<file path="src/rtl/ifetch_ctrl_if.sv">
// Fetch-side bus bundle: instruction memory port, decode handshake and redirect.
// master = fetch controller, slave = memory/decode environment.
interface ifetch_ctrl_if #(
    parameter int unsigned ADDR_W = 32
) ();
    logic [ADDR_W-1:0] inst_add;
    logic [31:0]       inst;
    logic              out_valid;
    logic              out_ready;
    logic [31:0]       out_inst;
    logic [ADDR_W-1:0] out_pc;
    logic              redirect;
    logic [ADDR_W-1:0] redirect_addr;

    modport master (
        output inst_add,
        input  inst,
        output out_valid,
        input  out_ready,
        output out_inst,
        output out_pc,
        input  redirect,
        input  redirect_addr
    );

    modport slave (
        input  inst_add,
        output inst,
        input  out_valid,
        output out_ready,
        input  out_inst,
        input  out_pc,
        output redirect,
        output redirect_addr
    );
endinterface

</file>
<file path="src/rtl/ifetch_ctrl.sv">
// Instruction fetch controller: sequential PC, one-deep output register, halt/redirect handling.
// Optional feature: define IFETCH_PERF_CNT_EN to add the fetch_count handshake counter.
module ifetch_ctrl #(
    parameter logic [5:0]  HALT_OPCODE = 6'b111111,
    parameter int unsigned ADDR_W      = 32
) (
    input  logic              clk,
    input  logic              rst_n,
    input  logic              start,
    input  logic [ADDR_W-1:0] start_addr,
    ifetch_ctrl_if.master     bus,
    output logic              busy,
    output logic              halted
`ifdef IFETCH_PERF_CNT_EN
    ,
    output logic [31:0]       fetch_count
`endif
);

    typedef enum logic [1:0] {
        IDLE  = 2'd0,
        FETCH = 2'd1,
        HALT  = 2'd2
    } state_t;

    state_t            state;
    logic [ADDR_W-1:0] pc;
    logic              slot_free;
    logic              is_halt;

    assign slot_free    = !bus.out_valid || bus.out_ready;
    // Only the opcode field decides a halt; the operand bits may be undriven.
    assign is_halt      = (bus.inst[31:26] == HALT_OPCODE);
    assign bus.inst_add = pc;

    always_ff @(posedge clk) begin
        if (!rst_n) begin
            state         <= IDLE;
            pc            <= '0;
            bus.out_valid <= 1'b0;
            bus.out_inst  <= '0;
            bus.out_pc    <= '0;
            busy          <= 1'b0;
            halted        <= 1'b0;
        end else begin
            case (state)
                IDLE, HALT: begin
                    if (start) begin
                        pc            <= start_addr;
                        bus.out_valid <= 1'b0;
                        state         <= FETCH;
                        busy          <= 1'b1;
                        halted        <= 1'b0;
                    end else if (bus.out_ready) begin
                        bus.out_valid <= 1'b0;
                    end
                end
                FETCH: begin
                    if (bus.redirect) begin
                        pc            <= bus.redirect_addr;
                        bus.out_valid <= 1'b0;
                    end else if (slot_free) begin
                        if (is_halt) begin
                            // Slot free implies any held word is draining now.
                            bus.out_valid <= 1'b0;
                            state         <= HALT;
                            busy          <= 1'b0;
                            halted        <= 1'b1;
                        end else begin
                            bus.out_inst  <= bus.inst;
                            bus.out_pc    <= pc;
                            bus.out_valid <= 1'b1;
                            pc            <= pc + ADDR_W'(1);
                        end
                    end
                end
                default: begin
                    state  <= IDLE;
                    busy   <= 1'b0;
                    halted <= 1'b0;
                end
            endcase
        end
    end

`ifdef IFETCH_PERF_CNT_EN
    // Counts decode handshakes since reset or the last accepted start.
    always_ff @(posedge clk) begin
        if (!rst_n) begin
            fetch_count <= '0;
        end else if (start && (state != FETCH)) begin
            fetch_count <= '0;
        end else if (bus.out_valid && bus.out_ready) begin
            fetch_count <= fetch_count + 32'd1;
        end
    end
`endif

endmodule

</file>
<file path="src/flat_wrapper.sv">
// flat-port wrapper written by rule: the top's interface ports become plain ports
module ifetch_ctrl_flat 
#(
    parameter logic [5:0]  HALT_OPCODE = 6'b111111,
    parameter int unsigned ADDR_W      = 32
)
  (clk, rst_n, start, start_addr, busy, halted, bus_inst_add, bus_inst, bus_out_valid, bus_out_ready, bus_out_inst, bus_out_pc, bus_redirect, bus_redirect_addr);
  ifetch_ctrl_if #(.ADDR_W(ADDR_W)) bus_i ();
  input  logic clk;
  input  logic rst_n;
  input  logic start;
  input  logic [ADDR_W-1:0] start_addr;
  output logic busy;
  output logic halted;
  output wire logic [$bits(bus_i.inst_add)-1:0] bus_inst_add;
  input wire logic [$bits(bus_i.inst)-1:0] bus_inst;
  output wire logic [$bits(bus_i.out_valid)-1:0] bus_out_valid;
  input wire logic [$bits(bus_i.out_ready)-1:0] bus_out_ready;
  output wire logic [$bits(bus_i.out_inst)-1:0] bus_out_inst;
  output wire logic [$bits(bus_i.out_pc)-1:0] bus_out_pc;
  input wire logic [$bits(bus_i.redirect)-1:0] bus_redirect;
  input wire logic [$bits(bus_i.redirect_addr)-1:0] bus_redirect_addr;
  assign bus_inst_add = bus_i.inst_add;
  assign bus_i.inst = bus_inst;
  assign bus_out_valid = bus_i.out_valid;
  assign bus_i.out_ready = bus_out_ready;
  assign bus_out_inst = bus_i.out_inst;
  assign bus_out_pc = bus_i.out_pc;
  assign bus_i.redirect = bus_redirect;
  assign bus_i.redirect_addr = bus_redirect_addr;
  ifetch_ctrl #(.HALT_OPCODE(HALT_OPCODE), .ADDR_W(ADDR_W)) u_core (.clk(clk), .rst_n(rst_n), .start(start), .start_addr(start_addr), .bus(bus_i), .busy(busy), .halted(halted));
endmodule
</file>
<file path="config.mk">
export PLATFORM = sky130hd
export DESIGN_NAME = ifetch_ctrl_flat
export DESIGN_NICKNAME = d
export VERILOG_FILES = /design/src/rtl/ifetch_ctrl_if.sv /design/src/rtl/ifetch_ctrl.sv /design/src/flat_wrapper.sv
export SDC_FILE = /design/constraint.sdc
export NUM_CORES = 1
export LEC_CHECK = 0
export CAP_MARGIN = 10
export CORE_ASPECT_RATIO = 2
export CORE_UTILIZATION = 40
export DETAILED_ROUTE_END_ITERATION = 8
export GPL_TIMING_DRIVEN = 0
export PLACE_DENSITY_LB_ADDON = 0.08
export SYNTH_ARGS = -nofsm -noshare
export SYNTH_HDL_FRONTEND = slang
export SYNTH_SLANG_ARGS = --single-unit
</file>
<file path="constraint.sdc">
create_clock -name clk -period 4.55 [get_ports clk]
set_input_delay 0.91 -clock clk [delete_from_list [all_inputs] [get_ports clk]]
set_output_delay 0.91 -clock clk [all_outputs]
set_load 0.02 [all_outputs]
</file>
==> results.py, run 1 <==
metrics = {
    "global_route": {
        "antenna_found_initial": 0,
        "grt_first_pass_wirelength_um": 30430,
        "grt_pass1_vias": 5894,
        "track_usage": 0.3072,
        "overflow": 0,
        "grt_max_degree": 19,
    },
    "floorplanning": {
        "rows": 58,
        "io_pins": 200,
        "fp.dieW_um": 82.17,
        "die-height_um": 162.3,
        "initial_core_util": 0.4095,
        "dieArea_um2": 13340,
        "coreArea_um2": 12550,
    },
    "worst_hold_path": {
        "worstHoldPathType": "reg -> reg",
    },
    "place": {
        "place.gp.congestion": 0.9262,
        "io_buffers": 199,
        "dp_hpwl_um": 15200,
    },
    "timing": {
        "fin_crit_ns": 3.035,
        "fin_hold_ws_ns": 0.4577,
        "rsz0062_at_grt": "false",
        "finalCritPeriodShare": 0.6670,
        "slew_headroom": 0.4717,
        "finalMaxSlewViolations": 0,
        "tns_ns": 0,
        "hold_violations": 0,
        "worstMarginPinSlew_ns": 0.7924,
        "finClkSkew_ns": 0.008469,
        "fmaxAchievable_mhz": 329.5,
        "setup_viol": 0,
    },
    "synth": {
        "syn_nets": 764,
        "synth.top_cell.area_share": 0.3933,
        "yosysSeqAreaShare": 0.3933,
        "ys_async_sr_fraction": 0,
        "yosys.area.top_type": "dfxtp_1",
        "synth_area_leaders": "dfxtp_1 39%, nand2_1 12%, a21boi_0 11%",
        "ys_seq_elements": 101,
        "ys_types": 62,
        "synth_warnings": 0,
        "syn_inst": 662,
        "netlist_area_um2": 5141,
        "synth_edf_count": 0,
        "avgSynthCellArea_um2": 7.766,
        "synth_flop_cell": "dfxtp_1",
    },
    "detailed_routing": {
        "drc": 0,
        "first_pass_iters": 7,
        "drt_wl_total_um": 20160,
        "final_antenna_net_count": 0,
        "via_count": 5907,
        "wl_met1_um": 7043,
        "drt_iter0_drc": 407,
        "met3_length_um": 1352,
        "route.met2.wl_um": 10760,
        "routed_via_density": 5.752,
        "top_layer": "met4",
        "routedWlPerCell_um": 19.63,
    },
    "pwr": {
        "finalPower_w": 0.002347,
        "powerDensity_nw_per_um2": 307.3,
        "power.leakage_nw": 2.685,
        "vdd_drop_max_mv": 0.2421,
    },
    "cells_and_area": {
        "antennaDiodeCount": 0,
        "register_area_um2": 2022,
        "area_growth_pct": 48.55,
        "drive_above_1_share": 0.06043,
        "fillers": 1175,
        "multiInputGateArea_um2": 2859,
        "nNetsFinal": 974,
    },
    "worst_setup_path": {
        "worst-r2r-setup-slack_ns": 2.25,
        "crit_top_cell": "clkbuf_1",
        "worstPathRequired_ns": 4.83,
        "critPathMaxStageDelay_ns": 0.56,
        "crit_slowest_cell": "clkdlybuf4s50_1",
        "worst_ep_arrival_time_ns": 3.31,
        "path_cells": "clkdlybuf4s50_1 -> nand4_1 -> o211ai_1 -> clkbuf_1 -> clkbuf_1 -> nand2_1 -> a21boi_0",
        "crit_path_start_kind": "primary input",
        "path_max_fanout": 10,
        "critPathKind": "in -> reg",
        "cp-end-kind": "flop",
    },
    "clocking": {
        "holdBufCountCts": 0,
        "post_cts_buffers": 0,
        "cts.sink_count": 101,
        "path_clk_slew_ns": 0.08,
        "cts_buffers": 9,
        "cts_resized": 0,
        "insertion_delay_ns": 0.36,
        "clockRootBuffer": "clkbuf_16",
        "clockBufferDepth": 2,
        "cts_tree": "built",
        "htreeDepth": 3,
    },
    "status": {
        "status": "complete, no violations",
    },
    "flow_run": {
        "cap_viol_max_count": 0,
    },
}
[cell families after synthesis]
logic type,synth area share
fa+ha+maj,0.002433
mux,0.004137
simple gates,0.2714
buf+inv,0.05062
flops,0.3933
compound gates,0.2782
[worst max-delay path, delay by kind of cell]
family	cells	cell delay, ns
buf+inv	3	1.55
simple gates	2	0.32
compound gates	2	0.52
[cells in the final DEF (no fill, tap or decap), types with 3 or more instances in the layout]
| master | count |
|---|---|
| a31oi_1 | 7 |
| o31a_1 | 4 |
| nor4_1 | 4 |
| o22ai_1 | 4 |
| dfxtp_1 | 101 |
| a21oi_1 | 35 |
| buf_2 | 16 |
| o21ai_0 | 31 |
| clkdlybuf4s50_1 | 199 |
| nand4_1 | 15 |
| o31ai_1 | 4 |
| a22o_1 | 3 |
| and2_1 | 4 |
| a21boi_1 | 3 |
| nor3_1 | 4 |
| o221a_2 | 5 |
| nand2b_1 | 4 |
| nor2b_1 | 7 |
| inv_1 | 7 |
| o311ai_0 | 4 |
| nor2_1 | 34 |
| o211ai_1 | 8 |
| clkbuf_16 | 9 |
| nand3b_1 | 3 |
| nand3_1 | 20 |
| nand2_1 | 167 |
| o21bai_1 | 3 |
| and3_1 | 10 |
| a21boi_0 | 74 |
| clkbuf_1 | 35 |
[layer usage]
layer	GRT usage	up-vias
met5	0	-
met4	0.1754	0
met3	0.05378	68
met2	0.5631	305
met1	0.3108	2770
li1	-	2764
[cell usage after synthesis (5+ instances only)]
library cell / n
a31oi_1: 7
a21oi_1: 35
nand2_1: 167
dfxtp_1: 101
nand3_1: 20
inv_1: 7
clkbuf_1: 35
a21boi_0: 74
buf_2: 16
nor2b_1: 7
o21ai_0: 31
and3_1: 10
o211ai_1: 8
o221a_2: 5
nand4_1: 15
nor2_1: 34
[cell type report]
type | count | share of cell area
multi-input cells | 501 | 0.3743
flip-flops and latches | 101 | 0.2647
repair buffers | 199 | 0.2608
clock buffers | 10 | 0.03129
plain buffers | 53 | 0.03064
well taps | 150 | 0.02457
clock inverters | 6 | 0.01016
inverters | 7 | 0.003440
[per-stage QoR]
stage	std cells	utilization	cell area [µm²]	setup WS [ns]
finish	1027	0.6083	7637	1.515
global route	1027	0.6083	7637	1.326
CTS	1027	0.6083	7637	1.491
detailed placement	1011	0.5831	7321	1.121
global placement	1011	0.5831	7321	1.243
floorplan	662	-	5141	2.249
[where the power goes]
part           internal, W  switching [W]  total, W
Sequential        0.000931      0.0000686   0.00100
Combinational     0.000243       0.000270  0.000513
Clock             0.000453       0.000381  0.000834
[worst paths after layout]
path / from / end / cells past startpoint
worst min-delay path: u_core.halted / u_core.halted / 2
worst min register to register: u_core.halted / u_core.halted / 2
worst max register to register: u_core.bus.inst_add[0] / u_core.bus.inst_add[28] / 6
worst max-delay path: bus_inst[31] / u_core.bus.out_inst[23] / 7
[registers in the layout, indices dropped and copies added, names as in the netlist]
register	count
u_core.bus.inst_add	32
u_core.bus.out_inst	32
u_core.bus.out_pc	32
u_core.bus.out_valid	1
u_core.busy	1
u_core.halted	1
u_core.state	2
Power figures use the tool's default switching activity.
==> run 2: changes to the inputs <==
==> constraint.sdc (replaced) <==
create_clock -name clk -period 2.8 [get_ports clk]
set_input_delay 0.56 -clock clk [delete_from_list [all_inputs] [get_ports clk]]
set_output_delay 0.56 -clock clk [all_outputs]
set_load 0.02 [all_outputs]
==> run 2 against run 1 <==
  * Routed wire length is essentially flat
  * Die area is the same
  * Total power grew 62%
  * Sequential power grew 62%
  * Global-route usage is the same
  * Combinational power grew 63%
  * Register-to-register slack lost 1.7 ns
  * Final cell count is the same
  * First-iteration DRC count grew 0.74%
  * Non-clock buffer count is the same
  * Critical endpoint is now u_core.bus.inst_add[9]
==> results.py, run 2 (same netlist as run 1, synthesis figures left out) <==
metrics = {
    "detailed_routing": {
        "final_antenna_net_count": 0,
        "first_pass_iters": 5,
        "drt_iter0_drc": 410,
        "routed_via_density": 5.746,
        "via_count": 5901,
        "drt_wl_total_um": 20140,
        "drc": 0,
        "routedWlPerCell_um": 19.61,
    },
    "clocking": {
        "clockRootBuffer": "clkbuf_16",
        "cts_buffers": 9,
        "insertion_delay_ns": 0.36,
        "post_cts_buffers": 0,
        "path_clk_slew_ns": 0.08,
        "htreeDepth": 3,
        "cts_tree": "built",
        "clockBufferDepth": 2,
        "cts.sink_count": 101,
    },
    "global_route": {
        "grt_util_met1": 0.3108,
        "grt_max_degree": 19,
        "track_usage": 0.3072,
        "top_usage_layer": "met2",
        "antenna_found_initial": 0,
        "gr-usage-met2": 0.5631,
        "grtUsageMet3": 0.05378,
        "overflow": 0,
        "grt_first_pass_wirelength_um": 30430,
        "grt_pass1_vias": 5894,
    },
    "worst_setup_path": {
        "critical_path.endpoint": "u_core.bus.inst_add[9]",
        "crit_top_cell": "clkbuf_1",
        "critPathMaxStageDelay_ns": 0.57,
        "path_cells": "clkdlybuf4s50_1 -> buf_2 -> clkbuf_1 -> clkbuf_1 -> nand3_1 -> o311ai_0 -> nand2_1 -> a21boi_1",
        "cp-end-kind": "flop",
        "path_max_fanout": 10,
        "crit_slowest_cell": "clkbuf_1",
        "worst-r2r-setup-slack_ns": 0.51,
        "r2r_cells": 6,
        "worst_ep_arrival_time_ns": 2.93,
        "worstPathRequired_ns": 3.07,
        "setup.worst_path.start": "bus_redirect",
        "reg2reg_to": "u_core.bus.inst_add[28]",
        "crit_path_start_kind": "primary input",
        "r2r-start": "u_core.bus.inst_add[0]",
        "critPathKind": "in -> reg",
    },
    "timing": {
        "finalMaxSlewViolations": 0,
        "rsz0062_at_grt": "false",
        "finalCritPeriodShare": 0.9472,
        "fmaxAchievable_mhz": 377.1,
        "finClkSkew_ns": 0.01097,
        "worstMarginPinSlew_ns": 0.7760,
        "fin_crit_ns": 2.652,
        "setup_viol": 0,
        "slew_headroom": 0.4827,
        "fin_hold_ws_ns": 0.4579,
        "tns_ns": 0,
        "hold_violations": 0,
    },
    "pwr": {
        "powerDensity_nw_per_um2": 498.8,
        "finalPower_w": 0.003810,
        "power.leakage_nw": 2.687,
        "vdd_drop_max_mv": 0.3934,
    },
    "cells_and_area": {
        "nNetsFinal": 974,
        "antennaDiodeCount": 0,
        "final_cell_mix": "199 x clkdlybuf4s50_1, 167 x nand2_1, 101 x dfxtp_1",
        "drive_above_1_share": 0.06157,
        "area_growth_pct": 48.58,
        "fillers": 1176,
        "final_common_cell": "clkdlybuf4s50_1",
    },
    "place": {
        "io_buffers": 199,
        "place.gp.congestion": 0.9262,
        "dp_hpwl_um": 15200,
    },
    "worst_hold_path": {
        "worstHoldPathType": "reg -> reg",
    },
    "status": {
        "status": "complete, no violations",
    },
    "floorplanning": {
        "die-height_um": 162.3,
        "io_pins": 200,
        "rows": 58,
        "initial_core_util": 0.4095,
        "dieArea_um2": 13340,
        "coreArea_um2": 12550,
        "fp.dieW_um": 82.17,
    },
    "flow_run": {
        "cap_viol_max_count": 0,
    },
}
## run 2: what timing repair did
item                                    CTS  global route
resized for setup                         0             2
endpoints found under the setup margin    0            24
hold buffers                              0             0
## run 2: report_power, final
part           internal, W  switching (W)
combinational     0.000396       0.000439
sequential         0.00151       0.000111
clock             0.000736       0.000615
## run 2: worst min-delay path by stage
stage | from | to | depth (start not counted)
2_1_floorplan | u_core.halted | u_core.halted | 2
3_3_place_gp | u_core.halted | u_core.halted | 2
3_5_place_dp | u_core.halted | u_core.halted | 2
4_1_cts | u_core.halted | u_core.halted | 2
5_1_grt | u_core.bus.out_pc[20] | u_core.bus.out_pc[20] | 2
6_report | u_core.halted | u_core.halted | 2
## run 2: worst max-delay path: cells and delay by family
| kind | cells | cell delay [ns] |
|---|---|---|
| AOI/OAI and AO/OA | 2 | 0.31 |
| and+or+nand+nor | 2 | 0.25 |
| buffers and inverters | 4 | 1.79 |
## run 2: routing by layer
layer  up-vias  wire [µm]  part of all wire
met3        66       1276             0.063
met5         -          0                 0
met2       295      10820              0.54
met1      2776       7075              0.35
li1       2764          -                 -
met4         0        969             0.048
## run 2: cell type report
class / instances / area [µm²] / area share
inverters: 7 / 26.28 / 0.003440
well taps: 150 / 187.7 / 0.02457
repair buffers: 199 / 1992 / 0.2608
flip-flops and latches: 101 / 2022 / 0.2647
multi-input cells: 501 / 2859 / 0.3743
clock buffers: 10 / 239.0 / 0.03129
clock inverters: 6 / 77.57 / 0.01016
plain buffers: 53 / 235.2 / 0.03079
## run 2: per-stage QoR
step,instances,util,area [µm²],setup slack [ns]
2_1_floorplan,662,-,5141,0.8335
3_3_place_gp,1011,0.5831,7321,-0.1571
3_5_place_dp,1011,0.5831,7321,-0.2795
4_1_cts,1027,0.6083,7637,0.09054
5_1_grt,1027,0.6084,7639,0.03965
6_report,1027,0.6084,7639,0.1480
